$ cat src/rtl/map_sst_pkg.sv
// Shared types and sst address map for the mapper save-state sequencer.
// The address map is exported for the mapper wrapper and host tooling.
package map_sst_pkg;

  typedef enum logic [2:0] {
    IDLE,
    SV_RD,
    SV_WR,
    LD_SIG,
    LD_RQ,
    LD_WR,
    FIN
  } sst_state_t;

  localparam int SST_REG_CNT  = 128;
  localparam int SST_SIG_ADDR = 127;

  // Mapper register placement inside the sst space
  localparam logic [7:0] SST_CHR_LO_BASE = 8'd0;
  localparam logic [7:0] SST_CHR_LO_LAST = 8'd7;
  localparam logic [7:0] SST_CHR_HI_BASE = 8'd8;
  localparam logic [7:0] SST_CHR_HI_LAST = 8'd15;
  localparam logic [7:0] SST_PRG_BASE    = 8'd16;
  localparam logic [7:0] SST_PRG_LAST    = 8'd17;
  localparam logic [7:0] SST_MODE_ADDR   = 8'd18;
  localparam logic [7:0] SST_IRQ_BASE    = 8'd32;
  localparam logic [7:0] SST_IRQ_LAST    = 8'd36;
  localparam logic [7:0] SST_SIG_BYTE    = 8'd127;

endpackage

$ cat src/rtl/map_sst_seq.sv
// Save-state sequencer: walks the mapper sst register space and streams each
// byte to (save) or from (load) a host buffer over a req/ack memory port.
module map_sst_seq
  import map_sst_pkg::*;
#(
  parameter int REG_CNT  = SST_REG_CNT,
  parameter int SIG_ADDR = REG_CNT - 1
) (
  input  logic       m2,
  input  logic       map_rst_n,
  input  logic       cmd_save,
  input  logic       cmd_load,
  input  logic [7:0] cfg_map_idx,
  output logic       busy,
  output logic       done,
  output logic       err,
  output logic       sst_act,
  output logic [7:0] sst_addr,
  output logic       sst_we_reg,
  output logic [7:0] sst_dato,
  input  logic [7:0] sst_di,
  output logic       mem_req,
  output logic       mem_we,
  output logic [7:0] mem_addr,
  output logic [7:0] mem_wdat,
  input  logic [7:0] mem_rdat,
  input  logic       mem_ack
);

  localparam logic [7:0] SAVE_LAST = 8'(REG_CNT - 1);
  localparam logic [7:0] LOAD_LAST = 8'(REG_CNT - 2);
  localparam logic [7:0] SIG       = 8'(SIG_ADDR);

  sst_state_t state_reg, state_next;
  logic [7:0] a_reg, a_next;
  logic [7:0] wdat_reg, wdat_next;
  logic [7:0] dato_reg, dato_next;
  logic       err_reg, err_next;

  // The mapper runs on the M2 falling edge, so the sequencer does too.
  always_ff @(negedge m2) begin
    if (!map_rst_n) begin
      state_reg <= IDLE;
      a_reg     <= 8'd0;
      wdat_reg  <= 8'd0;
      dato_reg  <= 8'd0;
      err_reg   <= 1'b0;
    end else begin
      state_reg <= state_next;
      a_reg     <= a_next;
      wdat_reg  <= wdat_next;
      dato_reg  <= dato_next;
      err_reg   <= err_next;
    end
  end

  always_comb begin
    state_next = state_reg;
    a_next     = a_reg;
    wdat_next  = wdat_reg;
    dato_next  = dato_reg;
    err_next   = err_reg;
    case (state_reg)
      IDLE: begin
        if (cmd_save) begin
          state_next = SV_RD;
          a_next     = 8'd0;
          err_next   = 1'b0;
        end else if (cmd_load) begin
          state_next = LD_SIG;
          err_next   = 1'b0;
        end
      end
      SV_RD: begin
        // sst_di has settled for a full cycle; freeze it for the request.
        wdat_next  = sst_di;
        state_next = SV_WR;
      end
      SV_WR: begin
        if (mem_ack) begin
          if (a_reg == SAVE_LAST) begin
            state_next = FIN;
          end else begin
            a_next     = a_reg + 8'd1;
            state_next = SV_RD;
          end
        end
      end
      LD_SIG: begin
        if (mem_ack) begin
          if (mem_rdat != cfg_map_idx) begin
            err_next   = 1'b1;
            state_next = FIN;
          end else begin
            a_next     = 8'd0;
            state_next = LD_RQ;
          end
        end
      end
      LD_RQ: begin
        if (mem_ack) begin
          dato_next  = mem_rdat;
          state_next = LD_WR;
        end
      end
      LD_WR: begin
        // Stopping one short of the end keeps the signature byte untouched.
        if (a_reg == LOAD_LAST) begin
          state_next = FIN;
        end else begin
          a_next     = a_reg + 8'd1;
          state_next = LD_RQ;
        end
      end
      FIN:     state_next = IDLE;
      default: state_next = IDLE;
    endcase
  end

  logic [7:0] addr_mux;

  always_comb begin
    busy       = (state_reg != IDLE);
    done       = (state_reg == FIN);
    sst_act    = (state_reg != IDLE) && (state_reg != FIN);
    sst_we_reg = (state_reg == LD_WR);
    mem_req    = (state_reg == SV_WR) || (state_reg == LD_SIG) || (state_reg == LD_RQ);
    mem_we     = (state_reg == SV_WR);
    addr_mux   = 8'd0;
    if (state_reg == LD_SIG) begin
      addr_mux = SIG;
    end else if (sst_act) begin
      addr_mux = a_reg;
    end
  end

  assign sst_addr = addr_mux;
  assign mem_addr = addr_mux;
  assign sst_dato = dato_reg;
  assign mem_wdat = wdat_reg;
  assign err      = err_reg;

endmodule
$ cat config.mk
export PLATFORM = sky130hd
export DESIGN_NAME = map_sst_seq
export DESIGN_NICKNAME = d
export VERILOG_FILES = /design/src/rtl/map_sst_pkg.sv /design/src/rtl/map_sst_seq.sv
export SDC_FILE = /design/constraint.sdc
export NUM_CORES = 1
export LEC_CHECK = 0
export CELL_PAD_IN_SITES_DETAIL_PLACEMENT = 0
export CELL_PAD_IN_SITES_GLOBAL_PLACEMENT = 1
export CORE_UTILIZATION = 29
export DETAILED_ROUTE_END_ITERATION = 8
export GPL_TIMING_DRIVEN = 0
export PLACE_DENSITY_LB_ADDON = 0.1
export REMOVE_ABC_BUFFERS = 1
export SYNTH_ARGS = -nofsm -noshare
export SYNTH_HDL_FRONTEND = slang
export SYNTH_SLANG_ARGS = --single-unit
$ cat constraint.sdc
create_clock -name m2 -period 4.85 [get_ports m2]
set_input_delay 0.485 -clock m2 [delete_from_list [all_inputs] [get_ports m2]]
set_output_delay 0.485 -clock m2 [all_outputs]
set_load 0.005 [all_outputs]
# Word-level counts from Yosys, hierarchy flattened
# Index checks and enable logic that the tools add are counted.
# op_classes
addsub,1
mul,0
div_mod_pow,0
n_lt_le_gt_ge,0
eq_ne,19
n_shift,0
muxes,23
bitwise_logic,0
reduce_logical,11
# op_table
operator,n
$mux W8,8
$pmux W8 S4,1
$mux W3,6
$pmux W3 S6,1
$eq A8 B7 Y1 const B,2
$ne A2 B2 Y1 const B,7
$eq A3 B3 Y1 const B,3
$add A8 B1 Y8 const B,1
$ne A8 B8 Y1,1
$reduce_and A4 Y1,2
$reduce_and A7 Y1,1
$eq A3 B2 Y1 const B,2
$ne A3 B3 Y1 const B,2
$mux W1,4
$mux W2,2
$reduce_bool A4 Y1,1
$eq A3 B1 Y1 const B,1
$logic_not A3 Y1,1
$reduce_bool A3 Y1,1
$logic_or A1 B1 Y1,2
$ne A2 B1 Y1 const B,1
$pmux W1 S2,1
$reduce_and A2 Y1,1
$reduce_bool A2 Y1,1
$logic_and A1 B1 Y1,1
# word_totals
regBits,28
latch_bits,0
ram_bits,0
romBits,0
inputBits,29
out_inout_bits,39
elab_cells,59
mem_count,0

# Depth between registers and ports, before layout
# Gate-level depths: netlist of the first run.
# depth
word_depth,4
mapped_depth,7

==> results of run 1 <==
==> repair_timing <==
| item | CTS | global route |
|---|---|---|
| gates resized for setup | 7 | 7 |
| gates cloned | 0 | 1 |
| pin swaps | 1 | 2 |
| setup buffers | 0 | 5 |
| hold endpoints to repair | 0 | 0 |
| endpoints found under the setup margin | 17 | 16 |
==> cells in the final DEF (no fill, tap or decap), types with 2 or more instances in the layout <==
cell type        count
clkdlybuf4s50_1     67
inv_1               35
dfxtp_1             25
nor2_1              23
nand2_1             18
mux2i_1             16
xor2_1               8
o21ai_0              8
a21oi_1              5
nor4_1               5
buf_4                5
nor2_2               4
or3_1                4
nand2b_1             3
and3_1               3
o311a_1              3
a41o_1               3
clkbuf_8             3
dfxtp_4              3
nor3b_2              2
nand3_1              2
o211ai_1             2
a32o_1               2
nor2b_1              2
o311ai_1             2
o41ai_1              2
nor2_4               2
ha_1                 2
==> area by class of cell <==
type                       instances  area, um2  share of cell area, %
multi-input combinational        136        950                   38.1
clock buffer                       3       41.3                   1.66
tap                               70       87.6                   3.52
sequential                        28        572                   23.0
timing repair buffer              72        708                   28.4
clock inverter                    28        105                   4.22
inverter                           7       26.3                   1.06
==> logic make-up after synthesis <==
group	after synthesis	synth area share [%]
compound gates	33	16.8
xor+xnor	8	4.35
fa+ha+maj	2	1.55
buf+inv	25	9.08
flops	28	34.8
mux	16	9.94
simple gates	76	23.5
==> worst paths after layout <==
| kind | start | end | cells after the start |
|---|---|---|---|
| max | mem_rdat[4] | a_reg[5] | 6 |
| min | err | err | 2 |
| max reg2reg | state_reg[2] | a_reg[3] | 6 |
| min reg2reg | err | err | 2 |
==> per-stage QoR <==
| stage | utilization [%] | setup TNS [ns] | std cells | power, mW |
|---|---|---|---|---|
| 2_1_floorplan | - | 0 | 171 | 0.405 |
| 3_3_place_gp | 43.0 | -6.11 | 308 | 0.521 |
| 3_5_place_dp | 43.1 | -2.47 | 308 | 0.520 |
| 4_1_cts | 46.2 | 0 | 338 | 0.724 |
| 5_1_grt | 47.5 | 0 | 344 | 0.786 |
| 6_report | 47.5 | 0 | 344 | 0.722 |
==> power by group through the flow <==
stage / Clock, mW / Sequential [mW] / Combinational [mW]
finish: 0.221 / 0.268 / 0.233
global route: 0.261 / 0.270 / 0.256
CTS: 0.239 / 0.264 / 0.221
detailed placement: 0.0366 / 0.266 / 0.217
global placement: 0.0366 / 0.267 / 0.217
floorplan: 0.0366 / 0.264 / 0.105
==> critical path, stage by stage <==
cell and delay (ns):
clkdlybuf4s50_1 0.44, xor2_1 0.16, nor4_1 0.37, a21oi_1 0.36, or3_1 0.45, a32o_1 0.25
==> metal layers <==
layer / GRT usage [%] / share of wire [%]
met1: 18.0 / 46
met2: 21.6 / 46
met4: 7.50 / 0.90
met3: 6.23 / 7.3
met5: 0 / 0
==> run metrics, run 1 <==
I/O Pins=68; CP Data Required Time=2.65 ns; die height=76.5 um; Mapped Area=1610 um2; first-pass GRT wire length=7.13 mm; WS Path Type=in -> reg; Max VDD drop=0.000137 V; Seq pwr share=37.0%; hold_buf cts=0; Die Span X=76.5 um; clk slew on worst S/H paths=0.04 ns; Die Area=5860 um2; Psw=0.260 mW; DRT antenna net count=0; clock buffer depth=2; area leader, netlist=dfxtp_1; pre-CTS WS=-0.216 ns; DR vias/cell=4.88; switch share=36.0%; CTS Sinks=28; Gate power share=32.3%; Slew Limit Fails=0; worst clock skew=0.0146 ns; Total Wirelength=4.33 mm; register area share after synthesis=34.8%; core area=5240 um2; Commonest cells post-synth=dfxtp_1 (28), nor2_1 (25), nand2_1 (18), mux2i_1 (16), buf_4 (9); Initial Util=30.8%; Syn Inst Count=188; number of synthesized flops with an enable pin=0; Root Driver=clkbuf_8; Netlist cell types=41; 1st-iter DRT viols=83; worst slew pin tran=0.918 ns; gpl congestion=0.736; number of fill cells in the layout=544; Synth Register Bits=28; Area after DPL=2260 um2; relative slew slack=38.8%; top cells by area, synth=dfxtp_1 (35%), mux2i_1 (9.9%), nor2_1 (5.8%); crit end category=flip-flop; Worst R2R Setup Slack=2.64 ns; Hold Crit Class=reg -> reg; Clock H-tree levels=1; Crit Path Max Fanout=12; diodes inserted=0; initial antenna violation count=0; Lkg Pwr=1.06 nW; Setup WS post-layout=0.130 ns; Yosys warning count=0; pwr dens=290 nW/um2; CTS tree=built; FP Rows=26; clock insertion delay at the later pin of the skew report=0.35 ns; Hold Slack=0.471 ns; Residual DRC=0; Critical Path AT=2.52 ns; WL/cell=12.6 um; GRT Total Usage=14.6%; routed via count=1678; count leader, synth=dfxtp_1; asr flop ratio synth=0%; Worst setup SP type=input pin; Syn-to-layout area delta=54.5%; share of cells above drive strength 1=9.12%; Nets=307; global-route congestion overflow total=0; IO buf count=67; final setup vio count=0; Cell Int Power=0.462 mW; Clock Power Share=30.6%; status=complete, no violations; RSZ-0062 raised after global routing=no; maxcap violations=0; post-synth top area share=34.8%; endpoints failing hold=0; Num CTS Buffers=3; Pre-Repair DR Iteration Count=4; syn avg cell area=8.57 um2; Most used DFF post-synth=dfxtp_1; largest net degree at the start of global routing=25; final instance area=2490 um2; Post-DP HPWL=2.88 mm; vias in the first global route=1626
Power figures use the tool's default switching activity.
==> run 2: changes to the inputs <==
MAX_ROUTING_LAYER = met4   (was default)
==> run 2 against run 1 <==
Hold slack barely moved. Final cell count unchanged. Critical endpoint unchanged. Count of clock-buffer cells in the layout unchanged. Wire length about the same. Highest routed layer unchanged. Largest power group unchanged. Register-to-register slack is essentially flat. Combinational power barely moved. Critical path type unchanged.
==> run metrics, run 2 (same netlist as run 1, synthesis figures left out) <==
DR vias/cell=4.88; Area after DPL=2260 um2; share of cells above drive strength 1=9.12%; clock buffer depth=2; commonest cells after routing, fill and taps aside=clkdlybuf4s50_1 (67), inv_1 (35), dfxtp_1 (25); RR Endpoint=a_reg[3]; initial antenna violation count=0; IO buf count=67; reg2reg path depth=6; worst slew pin tran=0.918 ns; clock insertion delay at the later pin of the skew report=0.35 ns; Hold EP=err; maxcap violations=0; DRT antenna net count=0; R2R Path Start=state_reg[2]; routed via count=1678; Crit Path Max Fanout=12; core area=5240 um2; Die Span X=76.5 um; Residual DRC=0; Hold Slack=0.471 ns; largest net degree at the start of global routing=25; Worst R2R Setup Slack=2.64 ns; CTS Sinks=28; RSZ-0062 raised after global routing=no; final setup vio count=0; I/O Pins=68; gpl congestion=0.745; endpoints failing hold=0; Total Wirelength=4.33 mm; first-pass GRT wire length=7.13 mm; Design Power=0.723 mW; Lkg Pwr=1.06 nW; Num CTS Buffers=3; Pre-Repair DR Iteration Count=4; Slew Limit Fails=0; pwr dens=290 nW/um2; global-route congestion overflow total=0; Critical Path AT=2.52 ns; vias in the first global route=1626; diodes inserted=0; Die Area=5860 um2; clk slew on worst S/H paths=0.04 ns; final instance area=2490 um2; commonest non-fill, non-tap cell in the layout=clkdlybuf4s50_1; WL/cell=12.6 um; Initial Util=30.8%; Root Driver=clkbuf_8; worst clock skew=0.0149 ns; crit end category=flip-flop; hold depth=2; WS Path Type=in -> reg; GRT Total Usage=15.1%; Max VDD drop=0.000137 V; Clock H-tree levels=1; die height=76.5 um; Worst setup SP type=input pin; relative slew slack=38.8%; FP Rows=26; startpoint of the worst hold path=err; status=complete, no violations; 1st-iter DRT viols=83; Nets=307; Syn-to-layout area delta=54.5%; CTS tree=built; Post-DP HPWL=2.88 mm; CP Data Required Time=2.65 ns; Hold Crit Class=reg -> reg
run 2: final cells by class:
cell class                      instances  area (um2)
Clock buffer                            3        41.3
Sequential cell                        28         572
Inverter                                7        26.3
Clock inverter                         28         105
Tap cell                               70        87.6
Fill cell                             544        2750
Timing Repair Buffer                   72         708
Multi-Input combinational cell        136         950
run 2: routing by layer:
metal  track usage [%]  up-vias  routed length [um]
li1                  -      836                   -
met4              7.50        0                  39
met3              5.39        5                 286
met1              18.5      773                2020
met5                 -        -                   0
met2              21.6       64                1990
run 2: what timing repair did:
item                       CTS  global route
hold buffers                 0             0
buffers inserted             0             5
pin swaps                    1             2
setup endpoints to repair   17            16
resized for setup            7             7
cloned                       0             1
run 2: worst max-delay path, cell delays in order:
cell and delay (ns):
clkdlybuf4s50_1 0.44, xor2_1 0.16, nor4_1 0.37, a21oi_1 0.36, or3_1 0.45, a32o_1 0.25
run 2: power breakdown:
group	switching [mW]	total (mW)	internal [mW]
sequential	0.0206	0.268	0.247
clock	0.136	0.222	0.0860
combinational	0.104	0.233	0.129
run 2: worst max path at each step:
stage            startpoint          end  slack (ns)
6_report        mem_rdat[4]     a_reg[5]        0.13
5_1_grt        state_reg[2]  sst_addr[0]        0.03
4_1_cts        state_reg[1]  mem_addr[7]        0.03
3_5_place_dp      map_rst_n     a_reg[0]       -0.22
3_3_place_gp        mem_ack  sst_dato[1]       -0.48
2_1_floorplan   mem_rdat[6]     a_reg[5]        0.56
run 2: through the flow:
stage | TNS, ns | util (%) | setup slack (ns) | std cells
floorplan | 0 | - | 0.564 | 171
global placement | -6.11 | 43.0 | -0.482 | 308
detailed placement | -2.47 | 43.1 | -0.216 | 308
CTS | 0 | 46.2 | 0.0251 | 338
global route | 0 | 47.5 | 0.0280 | 344
finish | 0 | 47.5 | 0.130 | 344
==> run 3: changes to the inputs <==
CAP_MARGIN = 25   (was default)
CTS_CLUSTER_SIZE = 25   (was default)
TNS_END_PERCENT = 1   (was default)
==> results of run 3 <==
Same layout as run 2: the final DEF is identical, and so are final timing and power.
